===== src/rtl/alu_multicycle_if.sv =====
// alu_multicycle_if -- operation/result bundle between the core control path
// and alu_multicycle.
//   master: drives start, ALUControl, SrcA, SrcB; observes the result side.
//   slave : the ALU; drives ready, busy, done, ALUResult, zero, overflow,
//           div_zero.
interface alu_multicycle_if #(
  parameter int DATA_WIDTH       = 32,
  parameter int ALUControl_WIDTH = 4
);
  logic                        start;
  logic [ALUControl_WIDTH-1:0] ALUControl;
  logic [DATA_WIDTH-1:0]       SrcA;
  logic [DATA_WIDTH-1:0]       SrcB;
  logic                        ready;
  logic                        busy;
  logic                        done;
  logic [DATA_WIDTH-1:0]       ALUResult;
  logic                        zero;
  logic                        overflow;
  logic                        div_zero;

  modport master (
    output start, ALUControl, SrcA, SrcB,
    input  ready, busy, done, ALUResult, zero, overflow, div_zero
  );

  modport slave (
    input  start, ALUControl, SrcA, SrcB,
    output ready, busy, done, ALUResult, zero, overflow, div_zero
  );
endinterface


===== src/rtl/alu_multicycle.sv =====
// alu_multicycle -- registered ALU for the multi-cycle MIPS core.
// Single-cycle ops (AND/OR/ADD/XOR/NOR/SLL/SUB/SLT/SRL/SRA, MFHI/MFLO) produce
// a result one edge after acceptance. MULT/MULTU/DIV/DIVU run an iterative
// one-bit-per-cycle shift-add / restoring-divide on operand magnitudes and
// write HI/LO after a final sign-correction cycle.
// Ports:
//   clk   - clock, all state on the rising edge
//   rst_n - asynchronous active-low reset
//   bus   - alu_multicycle_if.slave (start/ALUControl/SrcA/SrcB in;
//           ready/busy/done/ALUResult/zero/overflow/div_zero out)
// Build option: define ALU_MULDIV_EN to include HI/LO and the multiply/divide
// engine; without it opcodes 10-15 are illegal and busy/div_zero are 0.
module alu_multicycle #(
  parameter int DATA_WIDTH       = 32,
  parameter int ALUControl_WIDTH = 4
) (
  input logic             clk,
  input logic             rst_n,
  alu_multicycle_if.slave bus
);

  localparam int SH_W = $clog2(DATA_WIDTH);
  localparam int MSB  = DATA_WIDTH - 1;

  localparam logic [3:0] OP_AND  = 4'd0,  OP_OR    = 4'd1,  OP_ADD  = 4'd2,
                         OP_XOR  = 4'd3,  OP_NOR   = 4'd4,  OP_SLL  = 4'd5,
                         OP_SUB  = 4'd6,  OP_SLT   = 4'd7,  OP_SRL  = 4'd8,
                         OP_SRA  = 4'd9,  OP_MULT  = 4'd10, OP_MULTU = 4'd11,
                         OP_DIV  = 4'd12, OP_DIVU  = 4'd13, OP_MFHI = 4'd14,
                         OP_MFLO = 4'd15;

  logic                  legal;
  logic [3:0]            op;
  logic [DATA_WIDTH-1:0] a, b, sum, diff, single_res;
  logic [SH_W-1:0]       shamt;
  logic                  single_ovf;

  logic [DATA_WIDTH-1:0] result_q, result_d;
  logic                  zero_q, zero_d, ovf_q, ovf_d, done_q, done_d;

  // Opcode bits above [3] must be zero for the opcode to be legal.
  generate
    if (ALUControl_WIDTH > 4) begin : g_wide_op
      assign legal = (bus.ALUControl[ALUControl_WIDTH-1:4] == '0);
    end else begin : g_narrow_op
      assign legal = 1'b1;
    end
  endgenerate

  assign op    = bus.ALUControl[3:0];
  assign a     = bus.SrcA;
  assign b     = bus.SrcB;
  assign shamt = b[SH_W-1:0];
  assign sum   = a + b;
  assign diff  = a - b;

`ifdef ALU_MULDIV_EN
  logic [DATA_WIDTH-1:0] hi_q, hi_d, lo_q, lo_d;
`endif

  always_comb begin : single_cycle
    single_res = '0;
    single_ovf = 1'b0;
    if (legal) begin
      case (op)
        OP_AND: single_res = a & b;
        OP_OR:  single_res = a | b;
        OP_ADD: begin
          single_res = sum;
          single_ovf = (a[MSB] == b[MSB]) && (sum[MSB] != a[MSB]);
        end
        OP_XOR: single_res = a ^ b;
        OP_NOR: single_res = ~(a | b);
        OP_SLL: single_res = a << shamt;
        OP_SUB: begin
          single_res = diff;
          single_ovf = (a[MSB] != b[MSB]) && (diff[MSB] != a[MSB]);
        end
        OP_SLT: single_res = {{MSB{1'b0}}, ($signed(a) < $signed(b))};
        OP_SRL: single_res = a >> shamt;
        OP_SRA: single_res = $signed(a) >>> shamt;
`ifdef ALU_MULDIV_EN
        OP_MFHI: single_res = hi_q;
        OP_MFLO: single_res = lo_q;
`endif
        default: single_res = '0;
      endcase
    end
  end

  always_ff @(posedge clk or negedge rst_n) begin
    if (!rst_n) begin
      result_q <= '0;
      zero_q   <= 1'b1;
      ovf_q    <= 1'b0;
      done_q   <= 1'b0;
    end else begin
      result_q <= result_d;
      zero_q   <= zero_d;
      ovf_q    <= ovf_d;
      done_q   <= done_d;
    end
  end

  assign bus.ALUResult = result_q;
  assign bus.zero      = zero_q;
  assign bus.overflow  = ovf_q;
  assign bus.done      = done_q;

`ifdef ALU_MULDIV_EN
  typedef enum logic [1:0] {IDLE = 2'd0, RUN = 2'd1, FIX = 2'd2} state_t;

  state_t                  state_q, state_d;
  logic [SH_W-1:0]         cnt_q, cnt_d;
  // acc: product high half / partial remainder; mq: multiplier / quotient;
  // dvs: multiplicand / divisor magnitude.
  logic [DATA_WIDTH-1:0]   acc_q, acc_d, mq_q, mq_d, dvs_q, dvs_d;
  logic [DATA_WIDTH-1:0]   a_orig_q, a_orig_d;
  logic                    is_div_q, is_div_d, neg_q, neg_d;
  logic                    neg_rem_q, neg_rem_d, dz_q, dz_d;
  logic                    is_long, a_neg, b_neg;
  logic [DATA_WIDTH-1:0]   a_mag, b_mag, quot_fix, rem_fix;
  logic [DATA_WIDTH:0]     mul_add, rem_sh, trial;
  logic [2*DATA_WIDTH-1:0] prod, prod_fix;

  assign is_long = legal && (op == OP_MULT || op == OP_MULTU ||
                             op == OP_DIV  || op == OP_DIVU);
  // Signed variants (MULT, DIV) have op[0] = 0.
  assign a_neg = ~op[0] & a[MSB];
  assign b_neg = ~op[0] & b[MSB];
  assign a_mag = a_neg ? -a : a;
  assign b_mag = b_neg ? -b : b;

  assign mul_add  = {1'b0, acc_q} + (mq_q[0] ? {1'b0, dvs_q} : {(DATA_WIDTH+1){1'b0}});
  assign rem_sh   = {acc_q, mq_q[MSB]};
  // Remainder stays below the divisor, so bit DATA_WIDTH of trial is a borrow.
  assign trial    = rem_sh - {1'b0, dvs_q};
  assign prod     = {acc_q, mq_q};
  assign prod_fix = neg_q ? -prod : prod;
  assign quot_fix = neg_q ? -mq_q : mq_q;
  assign rem_fix  = neg_rem_q ? -acc_q : acc_q;

  always_comb begin : fsm_next
    state_d   = state_q;
    cnt_d     = cnt_q;
    hi_d      = hi_q;
    lo_d      = lo_q;
    acc_d     = acc_q;
    mq_d      = mq_q;
    dvs_d     = dvs_q;
    a_orig_d  = a_orig_q;
    is_div_d  = is_div_q;
    neg_d     = neg_q;
    neg_rem_d = neg_rem_q;
    dz_d      = dz_q;
    result_d  = result_q;
    zero_d    = zero_q;
    ovf_d     = ovf_q;
    done_d    = 1'b0;
    case (state_q)
      IDLE: begin
        if (bus.start) begin
          if (is_long) begin
            state_d   = RUN;
            cnt_d     = '0;
            acc_d     = '0;
            mq_d      = a_mag;
            dvs_d     = b_mag;
            a_orig_d  = a;
            is_div_d  = op[2];
            neg_d     = a_neg ^ b_neg;
            neg_rem_d = a_neg;
          end else begin
            result_d = single_res;
            zero_d   = (single_res == '0);
            ovf_d    = single_ovf;
            dz_d     = 1'b0;
            done_d   = 1'b1;
          end
        end
      end
      RUN: begin
        if (is_div_q) begin
          if (!trial[DATA_WIDTH]) begin
            acc_d = trial[DATA_WIDTH-1:0];
            mq_d  = {mq_q[MSB-1:0], 1'b1};
          end else begin
            acc_d = rem_sh[DATA_WIDTH-1:0];
            mq_d  = {mq_q[MSB-1:0], 1'b0};
          end
        end else begin
          acc_d = mul_add[DATA_WIDTH:1];
          mq_d  = {mul_add[0], mq_q[MSB:1]};
        end
        cnt_d = cnt_q + SH_W'(1);
        if (cnt_q == SH_W'(DATA_WIDTH - 1)) begin
          state_d = FIX;
        end
      end
      FIX: begin
        if (is_div_q && dvs_q == '0) begin
          lo_d = '1;
          hi_d = a_orig_q;
          dz_d = 1'b1;
        end else if (is_div_q) begin
          lo_d = quot_fix;
          hi_d = rem_fix;
          dz_d = 1'b0;
        end else begin
          lo_d = prod_fix[DATA_WIDTH-1:0];
          hi_d = prod_fix[2*DATA_WIDTH-1:DATA_WIDTH];
          dz_d = 1'b0;
        end
        result_d = lo_d;
        zero_d   = (lo_d == '0);
        ovf_d    = 1'b0;
        done_d   = 1'b1;
        state_d  = IDLE;
      end
      default: state_d = IDLE;
    endcase
  end

  always_ff @(posedge clk or negedge rst_n) begin
    if (!rst_n) begin
      state_q   <= IDLE;
      cnt_q     <= '0;
      hi_q      <= '0;
      lo_q      <= '0;
      acc_q     <= '0;
      mq_q      <= '0;
      dvs_q     <= '0;
      a_orig_q  <= '0;
      is_div_q  <= 1'b0;
      neg_q     <= 1'b0;
      neg_rem_q <= 1'b0;
      dz_q      <= 1'b0;
    end else begin
      state_q   <= state_d;
      cnt_q     <= cnt_d;
      hi_q      <= hi_d;
      lo_q      <= lo_d;
      acc_q     <= acc_d;
      mq_q      <= mq_d;
      dvs_q     <= dvs_d;
      a_orig_q  <= a_orig_d;
      is_div_q  <= is_div_d;
      neg_q     <= neg_d;
      neg_rem_q <= neg_rem_d;
      dz_q      <= dz_d;
    end
  end

  assign bus.ready    = (state_q == IDLE);
  assign bus.busy     = (state_q != IDLE);
  assign bus.div_zero = dz_q;
`else
  always_comb begin : accept_next
    result_d = result_q;
    zero_d   = zero_q;
    ovf_d    = ovf_q;
    done_d   = 1'b0;
    if (bus.start) begin
      result_d = single_res;
      zero_d   = (single_res == '0);
      ovf_d    = single_ovf;
      done_d   = 1'b1;
    end
  end

  assign bus.ready    = 1'b1;
  assign bus.busy     = 1'b0;
  assign bus.div_zero = 1'b0;
`endif

endmodule


===== src/flat_wrapper.sv =====
// flat-port wrapper written by rule: the top's interface ports become plain ports
module alu_multicycle_flat 
#(
  parameter int DATA_WIDTH       = 32,
  parameter int ALUControl_WIDTH = 4
)
  (clk, rst_n, bus_start, bus_ALUControl, bus_SrcA, bus_SrcB, bus_ready, bus_busy, bus_done, bus_ALUResult, bus_zero, bus_overflow, bus_div_zero);
  alu_multicycle_if #(.DATA_WIDTH(DATA_WIDTH), .ALUControl_WIDTH(ALUControl_WIDTH)) bus_i ();
  input logic clk;
  input logic rst_n;
  input wire logic [$bits(bus_i.start)-1:0] bus_start;
  input wire logic [$bits(bus_i.ALUControl)-1:0] bus_ALUControl;
  input wire logic [$bits(bus_i.SrcA)-1:0] bus_SrcA;
  input wire logic [$bits(bus_i.SrcB)-1:0] bus_SrcB;
  output wire logic [$bits(bus_i.ready)-1:0] bus_ready;
  output wire logic [$bits(bus_i.busy)-1:0] bus_busy;
  output wire logic [$bits(bus_i.done)-1:0] bus_done;
  output wire logic [$bits(bus_i.ALUResult)-1:0] bus_ALUResult;
  output wire logic [$bits(bus_i.zero)-1:0] bus_zero;
  output wire logic [$bits(bus_i.overflow)-1:0] bus_overflow;
  output wire logic [$bits(bus_i.div_zero)-1:0] bus_div_zero;
  assign bus_i.start = bus_start;
  assign bus_i.ALUControl = bus_ALUControl;
  assign bus_i.SrcA = bus_SrcA;
  assign bus_i.SrcB = bus_SrcB;
  assign bus_ready = bus_i.ready;
  assign bus_busy = bus_i.busy;
  assign bus_done = bus_i.done;
  assign bus_ALUResult = bus_i.ALUResult;
  assign bus_zero = bus_i.zero;
  assign bus_overflow = bus_i.overflow;
  assign bus_div_zero = bus_i.div_zero;
  alu_multicycle #(.DATA_WIDTH(DATA_WIDTH), .ALUControl_WIDTH(ALUControl_WIDTH)) u_core (.clk(clk), .rst_n(rst_n), .bus(bus_i));
endmodule

===== config.mk =====
export PLATFORM = sky130hd
export DESIGN_NAME = alu_multicycle_flat
export DESIGN_NICKNAME = d
export VERILOG_FILES = /design/src/rtl/alu_multicycle_if.sv /design/src/rtl/alu_multicycle.sv /design/src/flat_wrapper.sv
export SDC_FILE = /design/constraint.sdc
export NUM_CORES = 1
export LEC_CHECK = 0
export CORE_ASPECT_RATIO = 0.8
export CORE_MARGIN = 3
export CORE_UTILIZATION = 35
export DETAILED_ROUTE_END_ITERATION = 8
export PLACE_DENSITY = 0.59
export SETUP_SLACK_MARGIN = 0.5
export SYNTH_ARGS = -nofsm -noshare
export SYNTH_HDL_FRONTEND = slang
export SYNTH_SLANG_ARGS = --single-unit

===== constraint.sdc =====
create_clock -name clk -period 0.95 [get_ports clk]
set_input_delay 0.19 -clock clk [delete_from_list [all_inputs] [get_ports clk]]
set_output_delay 0.19 -clock clk [all_outputs]
set_load 0.005 [all_outputs]

Word level (Yosys, flattened, before mapping)
Cells that the tools add are included.

storage, ports and cells
  input port bits = 71
  flip-flop bits (word level) = 35

operators by class
  order comparisons = 1
  add/sub/neg operators = 2
  shift operators = 3
  equality and inequality tests = 13
  muxes and demuxes = 3
  reductions and logical operators = 4
  bitwise logic cells = 4

operators by type and width
  kind                                                 number
  one-hot mux 32 bit (10 select lines)                 1
  adder 32 bit                                         1
  AND 32 bit                                           1
  logical NOT 32 bit                                   1
  < comparator 32 bit                                  1
  NOT 32 bit                                           1
  OR 32 bit                                            1
  << shifter 32 x 5 -> 32 bit                          1
  right shift 32 x 5 -> 32 bit                         1
  >>> shifter 32 x 5 -> 32 bit                         1
  subtractor 32 bit                                    1
  bitwise XOR 32 bit                                   1
  equality test 4 x 3 -> 1 bit, second input constant  4
  equality test 4 x 2 -> 1 bit, second input constant  2
  equality test 4 bit, second input constant           2
  equality test 4 x 1 -> 1 bit, second input constant  1
  logical NOT 4 bit                                    1
  != test 1 bit                                        3
  logical AND 1 bit                                    2
  one-hot mux 1 bit (2 select lines)                   1
  equality test 1 bit                                  1
  2-to-1 mux 1 bit                                     1

Depth between registers and ports, before layout
  depth in word-level cells = 4
  gate-level depth with buffers = 18
  gate-level depth less buffers = 15

Worst setup path before layout
OpenSTA, ideal clock, no wires.

  path type = input-to-reg
  start point = in bus_SrcB[1]
  end point = reg u_core.zero_q (netlist: u_core.bus.zero)
  cell stages on the path = 16
  data arrival time = 4118 ps
  path slack = -3230 ps
  cells stage by stage = buf_2 -> inv_2 -> clkbuf_1 -> clkbuf_1 -> ha_1 -> o21bai_1 -> nand3_1 -> a2111oi_2 -> o21ai_1 -> a31o_1 -> a221o_1 -> a221o_1 -> a211oi_1 -> nand4_1 -> nor4_1 -> a41o_1

between the ends
  word-level cells in the longest chain between the ends = 4
  elaborated cells between the ends (all ways) = 12
  those cells by class = 2 x add/sub; 1 x order compare; 3 x shift; 1 x mux; 4 x bitwise; 1 x reduce/logical

RTL lines
  what                                                                       line                   source
  start, declared                                                            flat_wrapper.sv:14     input wire logic [$bits(bus_i.SrcB)-1:0] bus_SrcB;
  parallel branches: the longest is 2 deep, another holds subtractor 32 bit  n/a
  one-hot mux 32 bit (10 select lines) *                                     alu_multicycle.sv:65   case (op)
  logical NOT 32 bit *                                                       alu_multicycle.sv:265  zero_d = (single_res == '0);
  end signal, assigned                                                       alu_multicycle.sv:99   zero_q <= zero_d;
  end, declared                                                              alu_multicycle.sv:39   logic zero_q, zero_d, ovf_q, ovf_d, done_q, done_d;

Mark *: on every way between the ends.
A chain may end at the register's enable or synchronous reset.

Worst setup path after layout
  start point = in bus_SrcB[4]
  end point = reg u_core.zero_q (netlist: u_core.bus.zero)

The elaborated chain is that of the path after synthesis.

==> summary.md <==
| Metric | Value |
|---|---|
| Run status | finished with violations |
| Violated checks | negative hold slack, negative setup slack |
| Post-synth EDFFs | 0 |
| Clk Tree Root Cell | clkbuf_16 |
| CTS max path bufs | 2 |
| PwrDens | 818 mW/mm² |
| Initial antenna violation count | 0 |
| Worst-Margin Slew | 0.753 ns |
| Area after detailed placement | 0.0185 mm² |
| Global-route usage over all layers | 0.419 |
| Accumulated negative setup slack | -64.03 ns |
| Share of synthesized registers carrying an async set or reset | 1.00 |
| Post-synth design cell area | 0.0120 mm² |
| Uppermost routed layer | met4 |
| Top cell family by delay on the critical path | compound AO/OA/AOI/OAI gates |
| Clock sink count | 35 |
| Vias in the first global route | 17,500 |
| # port buffers | 105 |
| Sum of routed wire segments on met1 | 33,400 µm |
| Per-cell via count in the routed design | 6.31 |
| Arrival time at the worst endpoint | 3.61 ns |
| Number of buffer and inverter stages on the critical path | 4 |
| Relative slew slack | 0.495 |
| Hold violation count in the final report | 6 |
| Ports placed on the boundary | 109 |
| Signed area change from the synthesized netlist to the final layout | 85.5% |
| Worst path max stage delay | 0.51 ns |
| Cells along the critical path | buf_6 -> buf_8 -> inv_12 -> ha_4 -> a21o_1 -> a31oi_4 -> a2111o_1 -> buf_6 -> a21oi_4 -> mux2i_2 -> o41ai_2 -> or3_4 -> nor4_4 -> nand4_1 -> nor4_1 -> a41o_1 |
| Non-filler cells, final | 2,902 |
| Overflow after GRT | 0 |
| Leakage Power | 10.0 nW |
| Count of antenna-violating nets left after detailed routing | 0 |
| Clock tree from TritonCTS | yes |
| Kind of end point of the critical path | flop |
| Smallest hold slack | -0.237 ns |
| Global-route wire length before repair | 114,000 µm |
| Met3 wirelength from detailed routing | 9990 µm |
| Share of the synthesized area in the top cell type | 0.107 |
| Cell Count Post-Placement | 2,736 |
| Number of CTS-inserted buffers | 5 |
| Min-Delay Path Class | input port to async pin |
| Core utilization of the finished layout | 0.671 |
| Number of failing setup endpoints in the final timing report | 69 |
| WL final | 81,500 µm |
| DRC violation count after routing | 0 |
| Maximum vdd ir drop | 0.000962 V |
| Average routed wire per standard cell | 28.1 µm |
| Final worst path period need | 3.37 ns |
| Min setup slack post-route | -2.42 ns |
| Top cells by area in the synthesized netlist | mux4_2 11%, ha_1 10%, dfrtp_1 7.1% |
| Core Box Area | 0.0331 mm² |
| Skew-Pair Late Insertion Delay | 0.30 ns |
| Slowest library cell on the worst path | a2111o_1 |
| Die Wd | 213 µm |
| Initial core utilization | 0.362 |
| RSZ-0062 raised after global routing | yes |
| Top_reg_cell synth | dfrtp_1 |
| Distinct cells, synth | 84 |
| Clock transition at the registers of the reported paths | 0.07 ns |
| Vertical die dimension | 171 µm |
| Number of DRC violations after detailed-routing iteration 0 | 2,071 |
| Via count | 18,300 |
| Total number of H-tree levels | 2 |
| Site row count | 59 |
| Area enclosed by the die boundary | 0.0365 mm² |
| Max-cap check violation count | 0 |
| Power Total | 18.2 mW |
| Clock Skews | 0 ns |
| Largest net degree at the start of global routing | 54 |
| Maximum clock frequency | 297 MHz |
| Number of iterations in the first detailed-routing pass | 6 |
| Required arrival time at the worst endpoint | 1.19 ns |
| Number of warnings reported in the yosys synthesis log | 0 |
| HPWL after detailed placement | 62,500 µm |
| Max-slew violation total from the final report | 0 |
| Top fanout value on the critical path | 4 |
| Layout cell share with drive strength beyond 1 | 0.551 |
| Synth Area per Inst | 7.19 µm² |
| Post-route fraction of the period consumed by the critical path | 3.54 |
| Yosys top cell by area | mux4_2 |
| Instance count of the mapped netlist | 1,665 |
| Antenna Diode Count | 0 |
| Routability-driven placement congestion ratio | 1.07 |
| Routed wire length on met2 | 34,100 µm |
| Placement Setup Slack | -3.38 ns |
| Number of flip-flops and latches in the synthesized netlist | 35 |
| Setup CP Type | input port to flop |
| Startpoint Class | input port |
| Final nets | 2,645 |
| Dominant cell type by count on the critical path | buf_6 |
| Fin area | 0.0222 mm² |
| Proportion of synthesized chip area in sequential cells | 0.0733 |
## per-layer routing
layer | track usage | vias up
li1 | - | 7870
met1 | 0.548 | 8908
met2 | 0.630 | 1295
met3 | 0.151 | 231
met4 | 0.163 | 0
met5 | 0 | -
## state kept, by name, summed over array words and instances (netlist names)
| register | cells |
|---|---|
| u_core.bus.ALUResult | 32 |
| u_core.bus.done | 1 |
| u_core.bus.overflow | 1 |
| u_core.bus.zero | 1 |
## Yosys cell counts (all sizes together), types with 10 or more instances
library cell	n
nor2	208
nand2	153
a21oi	130
inv	105
ha	98
clkbuf	97
o21ai	84
mux2i	64
buf	63
mux4	57
o211ai	42
dfrtp	34
nor3	33
a211oi	32
nand3	31
a31oi	24
a221oi	22
mux2	22
nand4	22
a21o	19
nand2b	17
o221ai	17
nor4	15
o31ai	15
nor2b	14
a211o	13
and2	13
and3	12
a221o	11
o21a	11
xnor2	11
a2111oi	10
a22oi	10
o22ai	10
## cell families after synthesis
logic type | count (synthesis) | share of synthesized area
and+or+nand+nor | 553 | 0.211
adders and majority gates | 100 | 0.106
muxes | 143 | 0.182
AOI/OAI and AO/OA | 556 | 0.327
other | 2 | 0.000628
xor gates and xnor gates | 11 | 0.00805
DFF | 35 | 0.0733
buffers and inverters | 265 | 0.0928
## final timing paths
path	slack (ns)	endpoint	depth (start not counted)	from
max	-2.42	u_core.bus.zero$_DFFE_PN1P_	16	bus_SrcB[4]
min	-0.24	u_core.bus.ALUResult[17]$_DFFE_PN0P_	1	rst_n
max reg2reg	0.06	u_core.bus.ALUResult[0]$_DFFE_PN0P_	2	u_core.bus.ALUResult[0]$_DFFE_PN0P_
min reg2reg	0.49	u_core.bus.ALUResult[28]$_DFFE_PN0P_	1	u_core.bus.ALUResult[28]$_DFFE_PN0P_
max in group asynchronous	0.78	u_core.bus.ALUResult[26]$_DFFE_PN0P_	2	rst_n
min in group clk	0.38	u_core.bus.done$_DFF_PN0_	2	bus_start
## power breakdown
part / switching (mW) / total (mW) / internal [mW]
Combinational: 7.43 / 14.4 / 6.92
Clock: 0.725 / 1.98 / 1.25
Sequential: 0.127 / 1.84 / 1.71
## layout by cell type (no fill, tap or decap), types with 14 or more instances in the layout
master	Yosys	final
a211oi_1	32	15
a21o_1	19	18
a21oi_1	130	87
a21oi_2	0	38
a31oi_1	24	19
buf_12	0	24
buf_2	38	50
buf_4	9	723
buf_6	3	102
dfrtp_1	34	34
dlygate4sd2_1	0	25
ha_1	98	62
ha_4	0	28
inv_1	103	67
inv_2	2	30
mux2_2	22	16
mux2i_1	64	49
mux4_2	57	57
nand2_1	153	141
nand2b_1	17	14
nand3_1	31	27
nand4_1	22	22
nor2_1	208	183
nor2_2	0	17
nor3_1	33	22
o211ai_1	42	42
o21ai_0	82	53
o21ai_1	1	16
## final cells by class
class | instances | area (µm²)
Clock buffer | 5 | 125
Clock inverter | 3 | 47.5
Multi-Input combinational cell | 1366 | 12200
Sequential cell | 35 | 877
Inverter | 105 | 447
Fill cell | 2787 | 10900
Timing Repair Buffer | 961 | 7980
Tap cell | 427 | 534
## what timing repair did
item                       CTS  global route
pin swaps                  109           101
hold endpoints to repair     5             4
cloned                       4             2
setup endpoints to repair   70            70
setup buffers              107            45
gates resized for setup    659           172
No activity file was read; power rests on OpenSTA's default activity.
